File: src/rtl/led_pattern_ctrl.sv
// LED pattern controller: a prescaled tick steps OFF / BLINK / CHASE / BREATHE
// patterns, and the selected pattern drives a registered LED bus.
module led_pattern_ctrl #(
   parameter int unsigned CLK_DIV  = 12_000_000,
   parameter int unsigned N_LEDS   = 4,
   parameter int unsigned PWM_BITS = 8
) (
   input  logic              clk_i,
   input  logic              rst_n_i,
   input  logic              en_i,
   input  logic [1:0]        mode_i,
   output logic [N_LEDS-1:0] leds_o,
   output logic              tick_o
);

   localparam int unsigned            DIV_W    = $clog2(CLK_DIV);
   localparam logic [DIV_W-1:0]       DIV_LAST = DIV_W'(CLK_DIV - 1);
   localparam logic [PWM_BITS-1:0]    DUTY_MAX = '1;

   typedef enum logic [1:0] {
      MODE_OFF     = 2'd0,
      MODE_BLINK   = 2'd1,
      MODE_CHASE   = 2'd2,
      MODE_BREATHE = 2'd3
   } mode_e;

   logic [DIV_W-1:0]    div_q,   div_d;
   logic [PWM_BITS-1:0] pwm_q,   pwm_d;
   logic [PWM_BITS-1:0] duty_q,  duty_d;
   logic                dir_dn_q, dir_dn_d;
   mode_e               mode_q,  mode_d;
   logic [N_LEDS-1:0]   pos_q,   pos_d;
   logic                blink_q, blink_d;
   logic [N_LEDS-1:0]   leds_q,  leds_d;
   logic [N_LEDS-1:0]   pattern;
   logic                tick;

   // NOTE: sequential state uses non-blocking assignments only, so every
   // register samples the pre-edge values computed by the combinational block.
   always_ff @(posedge clk_i or negedge rst_n_i) begin
      if (!rst_n_i) begin
         div_q    <= '0;
         pwm_q    <= '0;
         duty_q   <= '0;
         dir_dn_q <= 1'b0;
         mode_q   <= MODE_OFF;
         pos_q    <= '0;
         blink_q  <= 1'b0;
         leds_q   <= '0;
      end else begin
         div_q    <= div_d;
         pwm_q    <= pwm_d;
         duty_q   <= duty_d;
         dir_dn_q <= dir_dn_d;
         mode_q   <= mode_d;
         pos_q    <= pos_d;
         blink_q  <= blink_d;
         leds_q   <= leds_d;
      end
   end

   always_comb begin
      pattern = '0;
      case (mode_q)
         MODE_OFF:     pattern = '0;
         MODE_BLINK:   pattern = {N_LEDS{blink_q}};
         MODE_CHASE:   pattern = pos_q;
         MODE_BREATHE: pattern = {N_LEDS{pwm_q < duty_q}};
         default:      pattern = '0;
      endcase
   end

   // NOTE: every signal written here gets a default first, so no path through
   // the branches below can leave one unassigned and infer a latch.
   always_comb begin
      div_d    = div_q;
      pwm_d    = pwm_q;
      duty_d   = duty_q;
      dir_dn_d = dir_dn_q;
      mode_d   = mode_q;
      pos_d    = pos_q;
      blink_d  = blink_q;
      leds_d   = '0;
      tick     = en_i && (div_q == DIV_LAST);

      if (en_i) begin
         div_d  = tick ? '0 : div_q + 1'b1;
         pwm_d  = pwm_q + 1'b1;
         leds_d = pattern;
         if (tick) begin
            if (mode_e'(mode_i) != mode_q) begin
               // A mode change only initialises; stepping resumes on the next tick.
               mode_d   = mode_e'(mode_i);
               blink_d  = 1'b1;
               pos_d    = '0;
               pos_d[0] = 1'b1;
               duty_d   = '0;
               dir_dn_d = 1'b0;
            end else begin
               case (mode_q)
                  MODE_BLINK: blink_d = ~blink_q;
                  MODE_CHASE: pos_d = (pos_q << 1) | (pos_q >> (N_LEDS - 1));
                  MODE_BREATHE: begin
                     if (!dir_dn_q) begin
                        if (duty_q == DUTY_MAX) begin
                           dir_dn_d = 1'b1;
                           duty_d   = DUTY_MAX - 1'b1;
                        end else begin
                           duty_d = duty_q + 1'b1;
                        end
                     end else begin
                        if (duty_q == '0) begin
                           dir_dn_d = 1'b0;
                           duty_d   = PWM_BITS'(1);
                        end else begin
                           duty_d = duty_q - 1'b1;
                        end
                     end
                  end
                  default: ;
               endcase
            end
         end
      end
   end

   assign leds_o = leds_q;
   assign tick_o = tick;

endmodule

File: config.mk
export PLATFORM = sky130hd
export DESIGN_NAME = led_pattern_ctrl
export DESIGN_NICKNAME = d
export VERILOG_FILES = /design/src/rtl/led_pattern_ctrl.sv
export SDC_FILE = /design/constraint.sdc
export NUM_CORES = 1
export LEC_CHECK = 0
export CORE_MARGIN = 4
export CORE_UTILIZATION = 65
export CTS_BUF_LIST = sky130_fd_sc_hd__clkbuf_16
export DETAILED_ROUTE_END_ITERATION = 12
export GPL_TIMING_DRIVEN = 0
export MAX_ROUTING_LAYER = met4
export PLACE_DENSITY = 0.87
export SLEW_MARGIN = 10
export SYNTH_ARGS = -nofsm -noshare
export SYNTH_HDL_FRONTEND = slang
export SYNTH_SLANG_ARGS = --single-unit
File: constraint.sdc
create_clock -name clk_i -period 2.9 [get_ports clk_i]
set_input_delay 0.58 -clock clk_i [delete_from_list [all_inputs] [get_ports clk_i]]
set_output_delay 0.58 -clock clk_i [all_outputs]
set_load 0.01 [all_outputs]
# == After elaboration in Yosys (flattened, before gate mapping) ==
# Cells that the tools add are included.
# totals
ff_bits,52
input_bits,5
elab_cells,48
# op_classes
add_sub_neg,4
n_lt_le_gt_ge,1
n_eq_ne,6
mux,17
bitwise_logic,2
reduce_logical,10
# ops
operator,n
8-bit 2-to-1 mux,5
24-bit by 1-bit adder with 24-bit output (second input constant),1
24-bit == test (second input constant),1
24-bit 2-to-1 mux,1
8-bit by 1-bit adder with 8-bit output (second input constant),2
4-bit case mux with 4 select lines,1
4-bit 2-to-1 mux,3
3-bit AND reduction,4
8-bit == test (second input constant),1
8-bit zero test,1
8-bit < comparator,1
8-bit by 1-bit subtractor with 8-bit output (second input constant),1
1-bit 2-to-1 mux,7
2-bit nonzero test,3
2-bit == test (second input constant),2
4-bit by 1-bit OR with 4-bit output,1
2-bit by 1-bit == test with 1-bit output (second input constant),1
2-bit zero test,1
2-bit != test,1
1-bit logical AND,1
1-bit NOT,1

# == Longest topological paths before layout ==
# Gate-level depths: netlist (run 1).
# depth
ltp_word,5
ltp_mapped,8
mapped_depth_nobuf,7

# == Worst setup path before layout (run 1) ==
# No wires, ideal clock.
# synth_path
path_type,input -> output
start,input port en_i
end,output port tick_o
arrival_ps,1541
required_time_ps,2320
setup_slack_ps,779
path_stages,5
path_buffers,1
cell_sequence,and4_4 nand3_4 or3_4 inv_2 buf_2
# synth_between
elab_chain_len,1
# synth_lines
item,line,text
start: declaration,10,"input logic en_i,"
1-bit logical AND,84,tick = en_i && (div_q == DIV_LAST);
end: declaration,13,output logic tick_o
# Every way passes these cells.

# == Worst setup path in the final report (run 1) ==
# Same ends and word-level chain as after synthesis.

==> flow_summary_export.csv, run 1 <==
group,metric,value,unit
run_status,status,"finished clean",
clocking,h-tree-depth,2,
yosys,async_flop_share,100,%
drt,detail_route.iter0.violations,184,
worst_setup_path,r2r-end,"duty_q[2]$_DFFE_PN0P_",
worst_setup_path,endpoint_kind,"output pin",
yosys,netlist_instances,311,
global_route,grt.overflow.total,0,
clocking,clockBufferDepth,2,
drt,drtAntennaViolNets,0,
worst_setup_path,critPathRequiredTime,2.32,ns
layout,final_common_cell,"dfrtp_1",
yosys,yosysWarnings,0,
clocking,clockRootBuffer,"clkbuf_16",
placed_design,portBuffers,9,
drt,drc,0,
global_route,grt_max_degree,32,
floorplanning,die_h,75.7,um
placed_design,dp_slack,-0.494,ns
worst_setup_path,critical_path.most_common_cell,"dlygate4sd2_1",
sta,setup_viol,0,
yosys,synth_top_family_by_area,"simple AND/OR/NAND/NOR gates",
layout,final_cell_mix,"dfrtp_1, nand2_1, nand3_1",
floorplanning,core-area,4380,um2
layout,drive_gt1_share,8.84,%
clocking,clk_pin_slew,0.07,ns
worst_setup_path,worstPathCellList,"dlygate4sd2_1 > and4_4 > nand3_4 > or3_4 > inv_4 > dlygate4sd2_1",
yosys,synth_fa_ha_area_share,4.61,%
sta,fmax,375,MHz
worst_setup_path,startpoint,"en_i",
drt,vias,2375,
worst_setup_path,start_kind,"primary input",
floorplanning,dieWidth,75.7,um
global_route,grtUsageTotal,25.7,%
floorplanning,start_util,68.0,%
yosys,ys_types,54,
yosys,synth_area_per_cell,9.59,um2
sta,hold_viol_final,0,
floorplanning,rows,24,
global_route,first_global_vias,2352,
worst_setup_path,crit_arrival,2.09,ns
yosys,synthMuxAreaShare,1.38,%
yosys,synth_edf_count,0,
drt,wirelength,6.40,mm
yosys,synth-xor-area-share,7.93,%
worst_setup_path,reg2reg_from,"div_q[8]$_DFFE_PN0P_",
sta,min_period_over_period,92.1,%
yosys,syn_nets,327,
layout,num_antenna_cells,0,
sta,drv_slew,0,
drt,routed_via_density,6.25,
hold_path,worstHoldPathType,"primary input to async pin",
flow_run,drv_cap,0,
drt,dr.pass1.iters,4,
layout,final_core_util,75.0,%
yosys,yosys.area_share.simple,23.9,%
worst_setup_path,cp-endpoint,"tick_o",
sta,post-route-worst-setup-slack,0.230,ns
worst_setup_path,critPathSlowestCell,"or3_4",
yosys,synth_compound_area_share,13.7,%
worst_setup_path,reg2reg_depth,7,
worst_setup_path,critical_path_class,"primary input to output pin",
floorplanning,die_area,5740,um2
layout,area_delta_synth_final,10.2,%
yosys,synth_seq_cells,52,
clocking,cts_tree,"yes",
sta,relSlewSlack,62.8,%
clocking,clock_latency,0.29,ns
global_route,grt_pass1_wl,10.9,mm
yosys,seq_area_frac_synth,43.6,%
clocking,clock_sinks,52,
sta,fin_worst_skew,0.00907,ns
placed_design,dp_hpwl,4.52,mm
yosys,syn_area,2980,um2
pwr,max-vdd-ir-drop,0.403,mV
placed_design,gp_congestion,0.976,
layout,final_nets,344,
worst_setup_path,max_stage_delay,0.43,ns
pwr,power,1.74,mW
worst_setup_path,cp_max_fo,11,
sta,worst_pin_slew,0.552,ns
yosys,synth-main-ff-cell,"dfrtp_1",
layout,n_fill_cell,312,
pwr,leakagePower,1.39,nW
global_route,antenna_found_initial,0,
sta,min_period,2.67,ns
clocking,hold_buffers,0,
sta,rsz0062_at_grt,"no",
clocking,numCtsBuffers,5,
drt,avgRoutedWirePerCell,16.8,um
floorplanning,ioPinCount,10,
pwr,power_density,529,nW/um2
worst_setup_path,regToRegSetupSlack,0.85,ns
through the flow:
| step | std cells | instance area, um2 | setup TNS (ns) | hold slack, ns |
|---|---|---|---|---|
| floorplan | 311 | 2980 | 0 | 0.284 |
| global placement | 372 | 3140 | -13.38 | 0.461 |
| detailed placement | 373 | 3150 | -0.494 | 0.478 |
| CTS | 380 | 3290 | 0 | 0.284 |
| global route | 380 | 3290 | 0 | 0.302 |
| finish | 380 | 3290 | 0 | 0.261 |
cells by family (layout without fill, tap and decap cells):
logic type / count (synthesis) / in the layout
adder cells (fa/ha/maj): 11 / 11
AO/OA/AOI/OAI: 60 / 60
flip-flops: 52 / 52
buffers and inverters: 31 / 48
AND/OR/NAND/NOR: 126 / 126
multiplexers: 4 / 4
XOR/XNOR: 27 / 27
critical path, delay by kind of cell:
family / cells / cell delay, ns
buffers and inverters: 3 / 0.71
and+or+nand+nor: 3 / 0.79
Yosys cell counts, types with 2 or more instances:
| library cell | count | area share [%] |
|---|---|---|
| buf_6 | 3 | 1.1 |
| nor3_2 | 3 | 1.0 |
| dfrtp_1 | 52 | 44 |
| or3_1 | 3 | 0.63 |
| inv_1 | 16 | 2.0 |
| nand3_1 | 20 | 3.4 |
| o21ai_1 | 7 | 1.2 |
| and4_1 | 4 | 1.2 |
| mux2i_1 | 3 | 1.0 |
| xnor2_1 | 18 | 5.3 |
| xor2_1 | 9 | 2.6 |
| ha_1 | 11 | 4.6 |
| nor2_1 | 17 | 2.1 |
| nor3_1 | 7 | 1.2 |
| and2_1 | 5 | 1.0 |
| nand2_1 | 28 | 3.5 |
| o31ai_1 | 2 | 0.50 |
| a31oi_1 | 8 | 1.7 |
| o21a_1 | 4 | 1.0 |
| clkbuf_1 | 6 | 0.75 |
| o211ai_1 | 2 | 0.50 |
| nand4_1 | 13 | 2.7 |
| o21ai_0 | 9 | 1.5 |
| and3_1 | 4 | 0.84 |
| nand2b_1 | 8 | 1.7 |
| a21oi_1 | 10 | 1.7 |
| or4_1 | 2 | 0.50 |
| buf_2 | 5 | 0.84 |
| o31a_1 | 2 | 0.59 |
| nor3b_1 | 2 | 0.50 |
| a21o_1 | 3 | 0.75 |
| a22o_1 | 3 | 0.88 |
how the worst min path moves through the flow:
stage                               startpoint              endpoint  slack, ns  cells after the start
after floorplan                        rst_n_i   blink_q$_DFFE_PN0P_       0.28                      0
final                                  rst_n_i  pwm_q[7]$_DFFE_PN0P_       0.26                      1
after global placement    div_q[4]$_DFFE_PN0P_  div_q[4]$_DFFE_PN0P_       0.46                      1
after CTS                              rst_n_i  pwm_q[7]$_DFFE_PN0P_       0.28                      1
after detailed placement  div_q[7]$_DFFE_PN0P_  div_q[7]$_DFFE_PN0P_       0.48                      1
after global routing                   rst_n_i  pwm_q[7]$_DFFE_PN0P_       0.30                      1
state kept, by name (all words and copies together), names as in the netlist:
register	count
blink_q	1
dir_dn_q	1
div_q	24
duty_q	8
leds_o	4
mode_q	2
pos_q	4
pwm_q	8
final cells by class:
class / count / area (um2) / area share, %
multi-input combinational: 228 / 1540 / 46.7
sequential: 52 / 1300 / 39.6
clock buffer: 5 / 125 / 3.81
timing repair buffer: 11 / 110 / 3.35
buffer: 13 / 76.3 / 2.32
inverter: 17 / 66.3 / 2.02
tap: 52 / 65.1 / 1.98
clock inverter: 2 / 7.51 / 0.228
layer usage:
layer / up-vias / GRT usage (%) / wire length (um)
met5: - / - / 0
met2: 63 / 41.4 / 3270
met4: 0 / 11.3 / 196
met3: 17 / 4.49 / 312
li1: 1146 / - / -
met1: 1149 / 31.5 / 2620
timing repair:
action,CTS,global route
setup endpoints to repair,1,0
gates resized for setup,3,0
buffers inserted,1,0
where the power goes:
part | internal [mW] | switching [mW] | leakage, nW
Sequential | 0.810 | 0.102 | 0.676
Clock | 0.309 | 0.246 | 0.0648
Combinational | 0.139 | 0.133 | 0.650
Power figures use the tool's default switching activity.
==> run 2, diff against run 1 <==
--- a/config.mk
+++ b/config.mk
@@ -5,13 +5,15 @@
 export SDC_FILE = /design/constraint.sdc
 export NUM_CORES = 1
 export LEC_CHECK = 0
+export CELL_PAD_IN_SITES_DETAIL_PLACEMENT = 1
+export CELL_PAD_IN_SITES_GLOBAL_PLACEMENT = 2
 export CORE_MARGIN = 4
-export CORE_UTILIZATION = 65
+export CORE_UTILIZATION = 43
 export CTS_BUF_LIST = sky130_fd_sc_hd__clkbuf_16
 export DETAILED_ROUTE_END_ITERATION = 12
 export GPL_TIMING_DRIVEN = 0
 export MAX_ROUTING_LAYER = met4
-export PLACE_DENSITY = 0.87
+export PLACE_DENSITY = 0.88
 export SLEW_MARGIN = 10
 export SYNTH_ARGS = -nofsm -noshare
 export SYNTH_HDL_FRONTEND = slang
==> run 2 against run 1 <==
Clock skew down 0.0032 ns. Via count down 1.5%. Sequential power down 0.5%. Core utilization down 25 points. First-iteration DRC count down 58%. Highest routed layer unchanged. Die area up 45%. Register-to-register slack worse by 0.06 ns. Largest power group unchanged. Cell count up 7.4%. Largest cell class unchanged.
==> flow_summary_export.csv, run 2 (synthesis gave the netlist of run 1 again) <==
group,metric,value,unit
floorplanning,die_area,8330,um2
floorplanning,core-area,6760,um2
floorplanning,ioPinCount,10,
clocking,post_cts_resized,7,
clocking,clockRootBuffer,"clkbuf_16",
flow_run,drv_cap,0,
clocking,cts_tree,"yes",
layout,n_fill_cell,779,
worst_setup_path,endpoint_kind,"output pin",
drt,top_layer,"met4",
floorplanning,dieWidth,91.3,um
drt,wl_met3,153,um
worst_setup_path,crit_arrival,2.04,ns
clocking,h-tree-depth,2,
sta,drv_slew,0,
placed_design,dp_hpwl,4.99,mm
clocking,clockBufferDepth,2,
global_route,grt_pass1_wl,11.8,mm
layout,final_nets,343,
drt,wirelength,6.93,mm
layout,final_cell_mix,"dfrtp_1, nand2_1, nand3_1",
layout,area_delta_synth_final,14.3,%
clocking,clock_sinks,52,
worst_setup_path,worstPathCellList,"clkdlybuf4s15_2 > and4_4 > nand3_4 > or3_4 > inv_6 > dlygate4sd2_1",
layout,num_antenna_cells,0,
drt,vias,2340,
sta,setup_viol,0,
floorplanning,start_util,44.1,%
sta,min_period_over_period,90.3,%
drt,drtAntennaViolNets,0,
placed_design,postPlaceCellArea,3190,um2
worst_setup_path,critPathSlowestCell,"or3_4",
sta,hold_viol_final,0,
pwr,power,2.03,mW
pwr,max-vdd-ir-drop,0.385,mV
global_route,grtUsageTotal,17.8,%
worst_setup_path,startpoint,"en_i",
sta,rsz0062_at_grt,"no",
clocking,cts_setup_buffers,0,
sta,fmax,382,MHz
drt,wl_met2,3.53,mm
global_route,antenna_found_initial,0,
layout,fin_area,3410,um2
layout,reg_top3,"div_q (24), duty_q (8), pwm_q (8)",
layout,largest_reg_flops,24,
clocking,clock_latency,0.29,ns
layout,fin_cells,408,
hold_path,worstHoldPathType,"primary input to async pin",
sta,relSlewSlack,53.5,%
drt,detail_route.iter0.violations,77,
floorplanning,die_h,91.3,um
clocking,hold_buffers,0,
placed_design,gp_congestion,0.851,
worst_setup_path,max_stage_delay,0.44,ns
clocking,numCtsBuffers,5,
global_route,grt.overflow.total,0,
layout,regMostFlops,"div_q",
sta,worst_pin_slew,0.698,ns
worst_setup_path,cp_max_fo,11,
layout,drive_gt1_share,10.1,%
run_status,status,"finished clean",
placed_design,dp.cells,401,
worst_setup_path,start_kind,"primary input",
worst_setup_path,critical_path_class,"primary input to output pin",
clocking,clk_pin_slew,0.07,ns
placed_design,portBuffers,9,
drt,dr.pass1.iters,4,
global_route,first_global_vias,2448,
worst_setup_path,critPathRequiredTime,2.32,ns
layout,final_common_cell,"dfrtp_1",
floorplanning,rows,30,
drt,avgRoutedWirePerCell,17.0,um
global_route,grt_max_degree,30,
pwr,power_density,594,nW/um2
worst_setup_path,reg2reg_from,"duty_q[0]$_DFFE_PN0P_",
pwr,leakagePower,1.42,nW
drt,m1WireLength,3.07,mm
drt,drc,0,
drt,routed_via_density,5.74,
sta,fin_worst_skew,0.00587,ns
sta,min_period,2.62,ns
[run 2: critical path, delay by kind of cell]
family                 cells  cell delay, ns
buffers and inverters      3            0.63
and+or+nand+nor            3            0.82
[run 2: report_power, final]
group	total (mW)	internal, mW	switching [mW]
Sequential	0.906	0.809	0.0965
Combinational	0.269	0.137	0.132
Clock	0.851	0.582	0.269
Total	2.03	1.53	0.497
[run 2: through the flow]
step / hold WS (ns) / util, % / TNS (ns) / setup slack (ns)
after global placement: 0.468 / 47.0 / -24.18 / -0.564
after detailed placement: 0.467 / 47.2 / -0.554 / -0.554
after global routing: 0.389 / 50.5 / 0 / 0.210
final: 0.335 / 50.5 / 0 / 0.282
after CTS: 0.364 / 50.5 / 0 / 0.264
after floorplan: 0.284 / - / 0 / 0.779
[run 2: final timing paths]
kind,endpoint,slack [ns],depth (start not counted)
hold / removal,pwm_q[4]$_DFFE_PN0P_,0.34,1
min in group clk_i,div_q[4]$_DFFE_PN0P_,0.48,1
hold reg to reg,div_q[4]$_DFFE_PN0P_,0.48,1
max in group asynchronous,div_q[1]$_DFFE_PN0P_,1.99,2
setup reg to reg,duty_q[5]$_DFFE_PN0P_,0.79,6
setup / recovery,tick_o,0.28,6
[run 2: per-layer routing]
metal  GRT usage, %  vias to the layer above
met5              -                        -
met4           5.28                        0
met3           2.82                       11
met2           30.8                       23
met1           21.3                     1167
li1               -                     1139
[run 2: area by class of cell]
cell class / count / area [um2] / area share (%)
clock buffers: 5 / 125 / 3.67
clock inverters: 3 / 90.1 / 2.64
inverters: 17 / 68.8 / 2.02
multi-input cells: 228 / 1540 / 45.2
plain buffers: 13 / 76.3 / 2.24
flip-flops and latches: 52 / 1300 / 38.2
well taps: 80 / 100 / 2.94
repair buffers: 10 / 105 / 3.08
